`src/rtl/rv32i_types_pkg.sv`:
```
// Shared types for the dispatch scoreboard: completion-buffer index and
// per-register tracking entry.
package rv32i_types_pkg;

  localparam int CB_DEPTH = 16;
  localparam int CB_TW    = $clog2(CB_DEPTH);
  localparam int REG_AW   = 5;

  typedef logic [CB_TW-1:0] cb_index_t;

  typedef struct packed {
    logic      busy;
    logic      done;
    cb_index_t tag;
  } sb_entry_t;

endpackage

```
`src/rtl/dispatch_scoreboard_if.sv`:
```
// Dispatch / write-back / commit bundle between the decode stage, the
// completion buffer and the scoreboard.
interface dispatch_scoreboard_if #(parameter int TW = 4);

  logic          dispatch_valid;
  logic [4:0]    dispatch_rd;
  logic [4:0]    dispatch_rs1;
  logic [4:0]    dispatch_rs2;
  logic          dispatch_wen;
  logic          cb_full;
  logic [TW-1:0] cb_tail;
  logic          wb_valid_a, wb_valid_mu, wb_valid_du, wb_valid_ls;
  logic [TW-1:0] wb_index_a, wb_index_mu, wb_index_du, wb_index_ls;
  logic          commit_valid;
  logic [4:0]    commit_rd;
  logic [TW-1:0] commit_index;
  logic          flush;
  logic          alloc_ena;
  logic          stall;
  logic          rs1_fwd, rs2_fwd;
  logic [TW-1:0] rs1_tag, rs2_tag;
  logic [TW:0]   inflight_cnt;

  modport master (
    output dispatch_valid, dispatch_rd, dispatch_rs1, dispatch_rs2, dispatch_wen,
    output cb_full, cb_tail,
    output wb_valid_a, wb_valid_mu, wb_valid_du, wb_valid_ls,
    output wb_index_a, wb_index_mu, wb_index_du, wb_index_ls,
    output commit_valid, commit_rd, commit_index, flush,
    input  alloc_ena, stall, rs1_fwd, rs2_fwd, rs1_tag, rs2_tag, inflight_cnt
  );

  modport slave (
    input  dispatch_valid, dispatch_rd, dispatch_rs1, dispatch_rs2, dispatch_wen,
    input  cb_full, cb_tail,
    input  wb_valid_a, wb_valid_mu, wb_valid_du, wb_valid_ls,
    input  wb_index_a, wb_index_mu, wb_index_du, wb_index_ls,
    input  commit_valid, commit_rd, commit_index, flush,
    output alloc_ena, stall, rs1_fwd, rs2_fwd, rs1_tag, rs2_tag, inflight_cnt
  );

endinterface

```
`src/rtl/dispatch_scoreboard.sv`:
```
// Register scoreboard: tracks which architectural registers wait on an
// in-flight completion-buffer entry and whether operands can be forwarded.
module dispatch_scoreboard
  import rv32i_types_pkg::*;
#(
  parameter int NUM_ENTRY = 16,
  parameter int NUM_REG   = 32
) (
  input logic                 CLK,
  input logic                 RST,
  dispatch_scoreboard_if.slave sb
);

  localparam int TW = $clog2(NUM_ENTRY);
  localparam int CW = TW + 1;

  sb_entry_t      sb_q [NUM_REG];
  sb_entry_t      sb_d [NUM_REG];
  logic [CW-1:0]  cnt_q, cnt_d;

  sb_entry_t      e1, e2;
  logic           pend1, pend2, do_alloc;

  // x0 and out-of-range indices read as an idle entry
  function automatic sb_entry_t lookup(input logic [4:0] idx);
    sb_entry_t e;
    e = '0;
    if (idx != 5'd0 && 32'(idx) < NUM_REG) e = sb_q[idx];
    return e;
  endfunction

  always_comb begin
    e1    = lookup(sb.dispatch_rs1);
    e2    = lookup(sb.dispatch_rs2);
    pend1 = e1.busy & ~e1.done;
    pend2 = e2.busy & ~e2.done;
  end

  assign sb.stall     = sb.dispatch_valid & (sb.cb_full | pend1 | pend2);
  assign sb.alloc_ena = sb.dispatch_valid & ~sb.stall & ~sb.flush;
  assign sb.rs1_fwd   = e1.busy & e1.done;
  assign sb.rs2_fwd   = e2.busy & e2.done;
  assign sb.rs1_tag   = sb.rs1_fwd ? e1.tag : '0;
  assign sb.rs2_tag   = sb.rs2_fwd ? e2.tag : '0;
  assign sb.inflight_cnt = cnt_q;

  assign do_alloc = sb.alloc_ena & sb.dispatch_wen & (sb.dispatch_rd != 5'd0);

  // Update order wb -> commit -> dispatch so the newest allocation wins
  always_comb begin
    for (int i = 0; i < NUM_REG; i++) sb_d[i] = sb_q[i];
    if (sb.flush) begin
      for (int i = 0; i < NUM_REG; i++) begin
        sb_d[i].busy = 1'b0;
        sb_d[i].done = 1'b0;
      end
    end else begin
      for (int i = 1; i < NUM_REG; i++) begin
        if (sb_q[i].busy &&
            ((sb.wb_valid_a  && sb.wb_index_a  == sb_q[i].tag) ||
             (sb.wb_valid_mu && sb.wb_index_mu == sb_q[i].tag) ||
             (sb.wb_valid_du && sb.wb_index_du == sb_q[i].tag) ||
             (sb.wb_valid_ls && sb.wb_index_ls == sb_q[i].tag)))
          sb_d[i].done = 1'b1;
      end
      if (sb.commit_valid && sb.commit_rd != 5'd0 && 32'(sb.commit_rd) < NUM_REG &&
          sb_q[sb.commit_rd].tag == sb.commit_index) begin
        sb_d[sb.commit_rd].busy = 1'b0;
        sb_d[sb.commit_rd].done = 1'b0;
      end
      if (do_alloc && 32'(sb.dispatch_rd) < NUM_REG) begin
        sb_d[sb.dispatch_rd].busy = 1'b1;
        sb_d[sb.dispatch_rd].done = 1'b0;
        sb_d[sb.dispatch_rd].tag  = cb_index_t'(sb.cb_tail);
      end
    end
  end

  always_comb begin
    cnt_d = cnt_q;
    if (sb.flush)
      cnt_d = '0;
    else if (do_alloc && !sb.commit_valid)
      cnt_d = (cnt_q == CW'(NUM_ENTRY)) ? cnt_q : cnt_q + CW'(1);
    else if (sb.commit_valid && !do_alloc)
      cnt_d = (cnt_q == '0) ? cnt_q : cnt_q - CW'(1);
  end

  always_ff @(posedge CLK or posedge RST) begin
    if (RST) begin
      for (int i = 0; i < NUM_REG; i++) sb_q[i] <= '0;
      cnt_q <= '0;
    end else begin
      for (int i = 0; i < NUM_REG; i++) sb_q[i] <= sb_d[i];
      cnt_q <= cnt_d;
    end
  end

endmodule

```
`src/flat_wrapper.sv`:
```
// flat-port wrapper written by rule: the top's interface ports become plain ports
module dispatch_scoreboard_flat import rv32i_types_pkg::*;
#(
  parameter int NUM_ENTRY = 16,
  parameter int NUM_REG   = 32
)
  (CLK, RST, sb_dispatch_valid, sb_dispatch_rd, sb_dispatch_rs1, sb_dispatch_rs2, sb_dispatch_wen, sb_cb_full, sb_cb_tail, sb_wb_valid_a, sb_wb_valid_mu, sb_wb_valid_du, sb_wb_valid_ls, sb_wb_index_a, sb_wb_index_mu, sb_wb_index_du, sb_wb_index_ls, sb_commit_valid, sb_commit_rd, sb_commit_index, sb_flush, sb_alloc_ena, sb_stall, sb_rs1_fwd, sb_rs2_fwd, sb_rs1_tag, sb_rs2_tag, sb_inflight_cnt);
  dispatch_scoreboard_if #(.TW(4)) sb_i ();
  input logic CLK;
  input logic RST;
  input wire logic [$bits(sb_i.dispatch_valid)-1:0] sb_dispatch_valid;
  input wire logic [$bits(sb_i.dispatch_rd)-1:0] sb_dispatch_rd;
  input wire logic [$bits(sb_i.dispatch_rs1)-1:0] sb_dispatch_rs1;
  input wire logic [$bits(sb_i.dispatch_rs2)-1:0] sb_dispatch_rs2;
  input wire logic [$bits(sb_i.dispatch_wen)-1:0] sb_dispatch_wen;
  input wire logic [$bits(sb_i.cb_full)-1:0] sb_cb_full;
  input wire logic [$bits(sb_i.cb_tail)-1:0] sb_cb_tail;
  input wire logic [$bits(sb_i.wb_valid_a)-1:0] sb_wb_valid_a;
  input wire logic [$bits(sb_i.wb_valid_mu)-1:0] sb_wb_valid_mu;
  input wire logic [$bits(sb_i.wb_valid_du)-1:0] sb_wb_valid_du;
  input wire logic [$bits(sb_i.wb_valid_ls)-1:0] sb_wb_valid_ls;
  input wire logic [$bits(sb_i.wb_index_a)-1:0] sb_wb_index_a;
  input wire logic [$bits(sb_i.wb_index_mu)-1:0] sb_wb_index_mu;
  input wire logic [$bits(sb_i.wb_index_du)-1:0] sb_wb_index_du;
  input wire logic [$bits(sb_i.wb_index_ls)-1:0] sb_wb_index_ls;
  input wire logic [$bits(sb_i.commit_valid)-1:0] sb_commit_valid;
  input wire logic [$bits(sb_i.commit_rd)-1:0] sb_commit_rd;
  input wire logic [$bits(sb_i.commit_index)-1:0] sb_commit_index;
  input wire logic [$bits(sb_i.flush)-1:0] sb_flush;
  output wire logic [$bits(sb_i.alloc_ena)-1:0] sb_alloc_ena;
  output wire logic [$bits(sb_i.stall)-1:0] sb_stall;
  output wire logic [$bits(sb_i.rs1_fwd)-1:0] sb_rs1_fwd;
  output wire logic [$bits(sb_i.rs2_fwd)-1:0] sb_rs2_fwd;
  output wire logic [$bits(sb_i.rs1_tag)-1:0] sb_rs1_tag;
  output wire logic [$bits(sb_i.rs2_tag)-1:0] sb_rs2_tag;
  output wire logic [$bits(sb_i.inflight_cnt)-1:0] sb_inflight_cnt;
  assign sb_i.dispatch_valid = sb_dispatch_valid;
  assign sb_i.dispatch_rd = sb_dispatch_rd;
  assign sb_i.dispatch_rs1 = sb_dispatch_rs1;
  assign sb_i.dispatch_rs2 = sb_dispatch_rs2;
  assign sb_i.dispatch_wen = sb_dispatch_wen;
  assign sb_i.cb_full = sb_cb_full;
  assign sb_i.cb_tail = sb_cb_tail;
  assign sb_i.wb_valid_a = sb_wb_valid_a;
  assign sb_i.wb_valid_mu = sb_wb_valid_mu;
  assign sb_i.wb_valid_du = sb_wb_valid_du;
  assign sb_i.wb_valid_ls = sb_wb_valid_ls;
  assign sb_i.wb_index_a = sb_wb_index_a;
  assign sb_i.wb_index_mu = sb_wb_index_mu;
  assign sb_i.wb_index_du = sb_wb_index_du;
  assign sb_i.wb_index_ls = sb_wb_index_ls;
  assign sb_i.commit_valid = sb_commit_valid;
  assign sb_i.commit_rd = sb_commit_rd;
  assign sb_i.commit_index = sb_commit_index;
  assign sb_i.flush = sb_flush;
  assign sb_alloc_ena = sb_i.alloc_ena;
  assign sb_stall = sb_i.stall;
  assign sb_rs1_fwd = sb_i.rs1_fwd;
  assign sb_rs2_fwd = sb_i.rs2_fwd;
  assign sb_rs1_tag = sb_i.rs1_tag;
  assign sb_rs2_tag = sb_i.rs2_tag;
  assign sb_inflight_cnt = sb_i.inflight_cnt;
  dispatch_scoreboard #(.NUM_ENTRY(NUM_ENTRY), .NUM_REG(NUM_REG)) u_core (.CLK(CLK), .RST(RST), .sb(sb_i));
endmodule
```
`config.mk`:
```
export PLATFORM = sky130hd
export DESIGN_NAME = dispatch_scoreboard_flat
export DESIGN_NICKNAME = d
export VERILOG_FILES = /design/src/rtl/rv32i_types_pkg.sv /design/src/rtl/dispatch_scoreboard_if.sv /design/src/rtl/dispatch_scoreboard.sv /design/src/flat_wrapper.sv
export SDC_FILE = /design/constraint.sdc
export NUM_CORES = 1
export LEC_CHECK = 0
export ABC_CLOCK_PERIOD_IN_PS = 7310
export BUFFER_PORTS_ARGS = -buffer_cell sky130_fd_sc_hd__buf_2
export CORE_UTILIZATION = 40
export CTS_CLUSTER_DIAMETER = 40
export CTS_CLUSTER_SIZE = 28
export DETAILED_ROUTE_END_ITERATION = 7
export GPL_ROUTABILITY_DRIVEN = 0
export GPL_TIMING_DRIVEN = 0
export SETUP_SLACK_MARGIN = 0.4
export SYNTH_ARGS = -nofsm -noshare
export SYNTH_HDL_FRONTEND = slang
export SYNTH_SLANG_ARGS = --single-unit
```
`constraint.sdc`:
```
create_clock -name CLK -period 7.31 [get_ports CLK]
set_clock_uncertainty 0.05 [all_clocks]
set_input_delay 0 -clock CLK [delete_from_list [all_inputs] [get_ports CLK]]
set_output_delay 0 -clock CLK [all_outputs]
set_load 0.01 [all_outputs]
```
==> metrics.yaml <==
routedWlPerCell_microns: 30.6
grt_use_total: 0.330
worst-r2r-cell-count: 17
crit_arrival_ns: 5.01
overflow: 0
ctsResizeCount: 0
fin_crit_sh: 0.629
row_count: 79
grt_pass1_vias: 16900
syn_nets: 1991
p_comb_frac: 0.286
hpwl_mm: 59.5
reg2reg_slack_ns: 2.71
worst_slew_pin_slew_ns: 1.45
die_width_microns: 221
clockRootBuffer: "clkbuf_16"
status: "finished, violations left"
hold_depth: 4
cp.required_ns: 7.72
netlist_top_cells_count: "377 x xor2_1, 197 x dfrtp_1, 146 x buf_1, 142 x nand3_1"
cts.sinks: 197
async_reset_ff_frac: 1.00
layout_min_cycle_time_ns: 4.60
power_frac_seq: 0.386
final-max-slew-violation-count: 0
grt_max_degree: 110
power.density_nw_per_um2: 142
maxCapViolations: 0
place_ws_ns: 2.61
violations: "design-rule violations"
cts_hold_buf: 8
syn_area_per_cell_sq_um: 9.92
end_kind: "flip-flop"
drcViolationCount: 4
crit_fanout: 10
syn_inst: 1931
slew_headroom: 0.0359
clkTransAtPathRegs_ns: 0.09
worstSetupPathType: "reg -> reg"
instances_no_fill: 2626
yosysTopAreaCell: "dfrtp_1"
ys_seq_elements: 197
synth_cell_type_count: 60
fmax_ghz: 0.217
antenna_found_initial: 2
die_area_sq_um: 48800
viasPerCell: 6.51
critPathLaunchType: "flip-flop"
cts_buffers: 17
grt_pass1_wl_mm: 116
pin_count: 72
internal_power_w: 0.00187
coreArea_sq_um: 47000
r2r-start: "u_core.sb_q[83]$_DFF_PP0_"
io_buffers: 45
p_leak_nw: 9.14
hold_viol_final: 0
switching_power_w: 0.00108
firstDrtPassIters: 7
clockBufferDepth: 2
ys_seq_area_frac: 0.257
area_delta_synth_final_pct: 8.83
synth_edf_count: 0
clk_latency_ns: 0.52
synth_flop_cell: "dfrtp_1"
die_h_microns: 221
initial_core_util: 0.408
setup_viol: 0
yosys-top-cells-area: "dfrtp_1 26%, xor2_1 17%, mux4_2 16%, mux2_2 6.9%, xnor2_1 5.8%"
ir_drop_mv: 0.139
drive_gt1_frac: 0.203
timing.rr.end: "u_core.sb.inflight_cnt[3]$_DFFE_PP0P_"
min_to: "u_core.sb_q[47]$_DFF_PP0_"
rsz0062_at_grt: "false"
hp-class: "in -> reg"
postCtsSetupBuffers: 0
layout.nets: 2065
p_clk_frac: 0.329
totalWireLength_mm: 80.4
cts_tree: "yes"
setup_ws_ns: 2.71
dr.first_iter.drc_count: 2345
netlist_area_sq_um: 19200
drtAntennaViolNets: 0
ys_warn_count: 0
yosysMostFrequentCell: "xor2_1"
yosys.area.top_type_share: 0.257
p_sw_frac: 0.365
dr_total_vias: 17100
dp_cells: 2585
cts_max_level: 4
hold_path.startpoint: "sb_dispatch_rd[0]"
==> worst max path at each step <==
stage,depth (start not counted),slack [ns],from,to
final,17,2.71,u_core.sb_q[83]$_DFF_PP0_,u_core.sb.inflight_cnt[3]$_DFFE_PP0P_
after global routing,15,2.37,u_core.sb_q[83]$_DFF_PP0_,u_core.sb.inflight_cnt[4]$_DFFE_PP0P_
after CTS,17,2.76,u_core.sb_q[83]$_DFF_PP0_,u_core.sb.inflight_cnt[3]$_DFFE_PP0P_
after detailed placement,18,2.61,sb_dispatch_rs1[2],u_core.sb.inflight_cnt[3]$_DFFE_PP0P_
after global placement,2,-0.43,RST,u_core.sb_q[115]$_DFFE_PP0P_
after floorplan,1,1.89,RST,u_core.sb.inflight_cnt[0]$_DFFE_PP0P_
==> registers in the layout, summed over array words and instances, names as in the netlist <==
register	cells
u_core.sb.inflight_cnt	5
u_core.sb_q	192
==> layout by cell type (no fill, tap or decap), drive strengths merged, types with 36 or more instances in the layout <==
cell type and count:
xor2 377, buf 224, dfrtp 197, clkbuf 150, nand3 142, mux4 132, mux2 128, xnor2 127
nor3 112, a21oi 48, nand2 40, mux2i 36
==> worst max-delay path: stages (launching register included) <==
cell and delay [ns]:
dfrtp_1 0.47, mux4_2 0.50, or3_1 0.32, a21oi_1 0.23, a311oi_2 0.09, a311oi_2 0.55, and3_4 0.29, buf_4 0.18
buf_4 0.22, nand2b_1 0.18, ha_1 0.34, a21oi_1 0.15, nand2_1 0.08, xor2_1 0.18, a21oi_1 0.09, and4_1 0.21
a311oi_1 0.24, o21a_1 0.15
==> power groups by stage <==
stage          Sequential (W)  Clock, W  Combinational [W]
4_1_cts               0.00114  0.000972           0.000811
3_5_place_dp          0.00116         0           0.000805
5_1_grt               0.00114   0.00101           0.000886
3_3_place_gp          0.00116         0           0.000779
2_1_floorplan         0.00116         0           0.000553
6_report              0.00114  0.000970           0.000844
==> through the flow <==
stage | hold slack, ns | power, W | util | instance area (sq um) | setup TNS, ns
detailed placement | 0.157 | 0.00197 | 0.430 | 20200 | 0
global placement | 0.242 | 0.00194 | 0.429 | 20100 | -78.43
floorplan | 0.0847 | 0.00171 | - | 19200 | 0
global route | 0.0696 | 0.00304 | 0.444 | 20900 | 0
CTS | 0.0228 | 0.00292 | 0.444 | 20900 | 0
finish | 0.0386 | 0.00295 | 0.444 | 20900 | 0
==> final cells by class <==
type,instances,area [sq um]
clock buffers,18,439
plain buffers,309,1220
clock inverters,14,139
well taps,607,759
fillers,4439,26100
diodes,1,2.50
flip-flops and latches,197,4930
inverters,7,33.8
multi-input cells,1418,13000
repair buffers,55,340
==> per-layer routing <==
| layer | wire (microns) | GRT usage | part of all wire | up-vias |
|---|---|---|---|---|
| met5 | 0 | 0 | 0 | - |
| met4 | 7360 | 0.266 | 0.092 | 0 |
| met3 | 10200 | 0.103 | 0.13 | 370 |
| met2 | 33800 | 0.477 | 0.42 | 1261 |
| met1 | 29000 | 0.405 | 0.36 | 8487 |
| li1 | - | - | - | 6985 |
==> kinds of logic after synthesis <==
| family | count (synthesis) | share of synthesized area |
|---|---|---|
| AND/OR/NAND/NOR | 456 | 0.131 |
| adder cells (fa/ha/maj) | 5 | 0.00366 |
| AO/OA/AOI/OAI | 157 | 0.0633 |
| buffers and inverters | 316 | 0.0651 |
| flip-flops | 197 | 0.257 |
| XOR/XNOR | 504 | 0.230 |
| multiplexers | 296 | 0.249 |
Note: power is estimated with default switching activity, not from simulation.
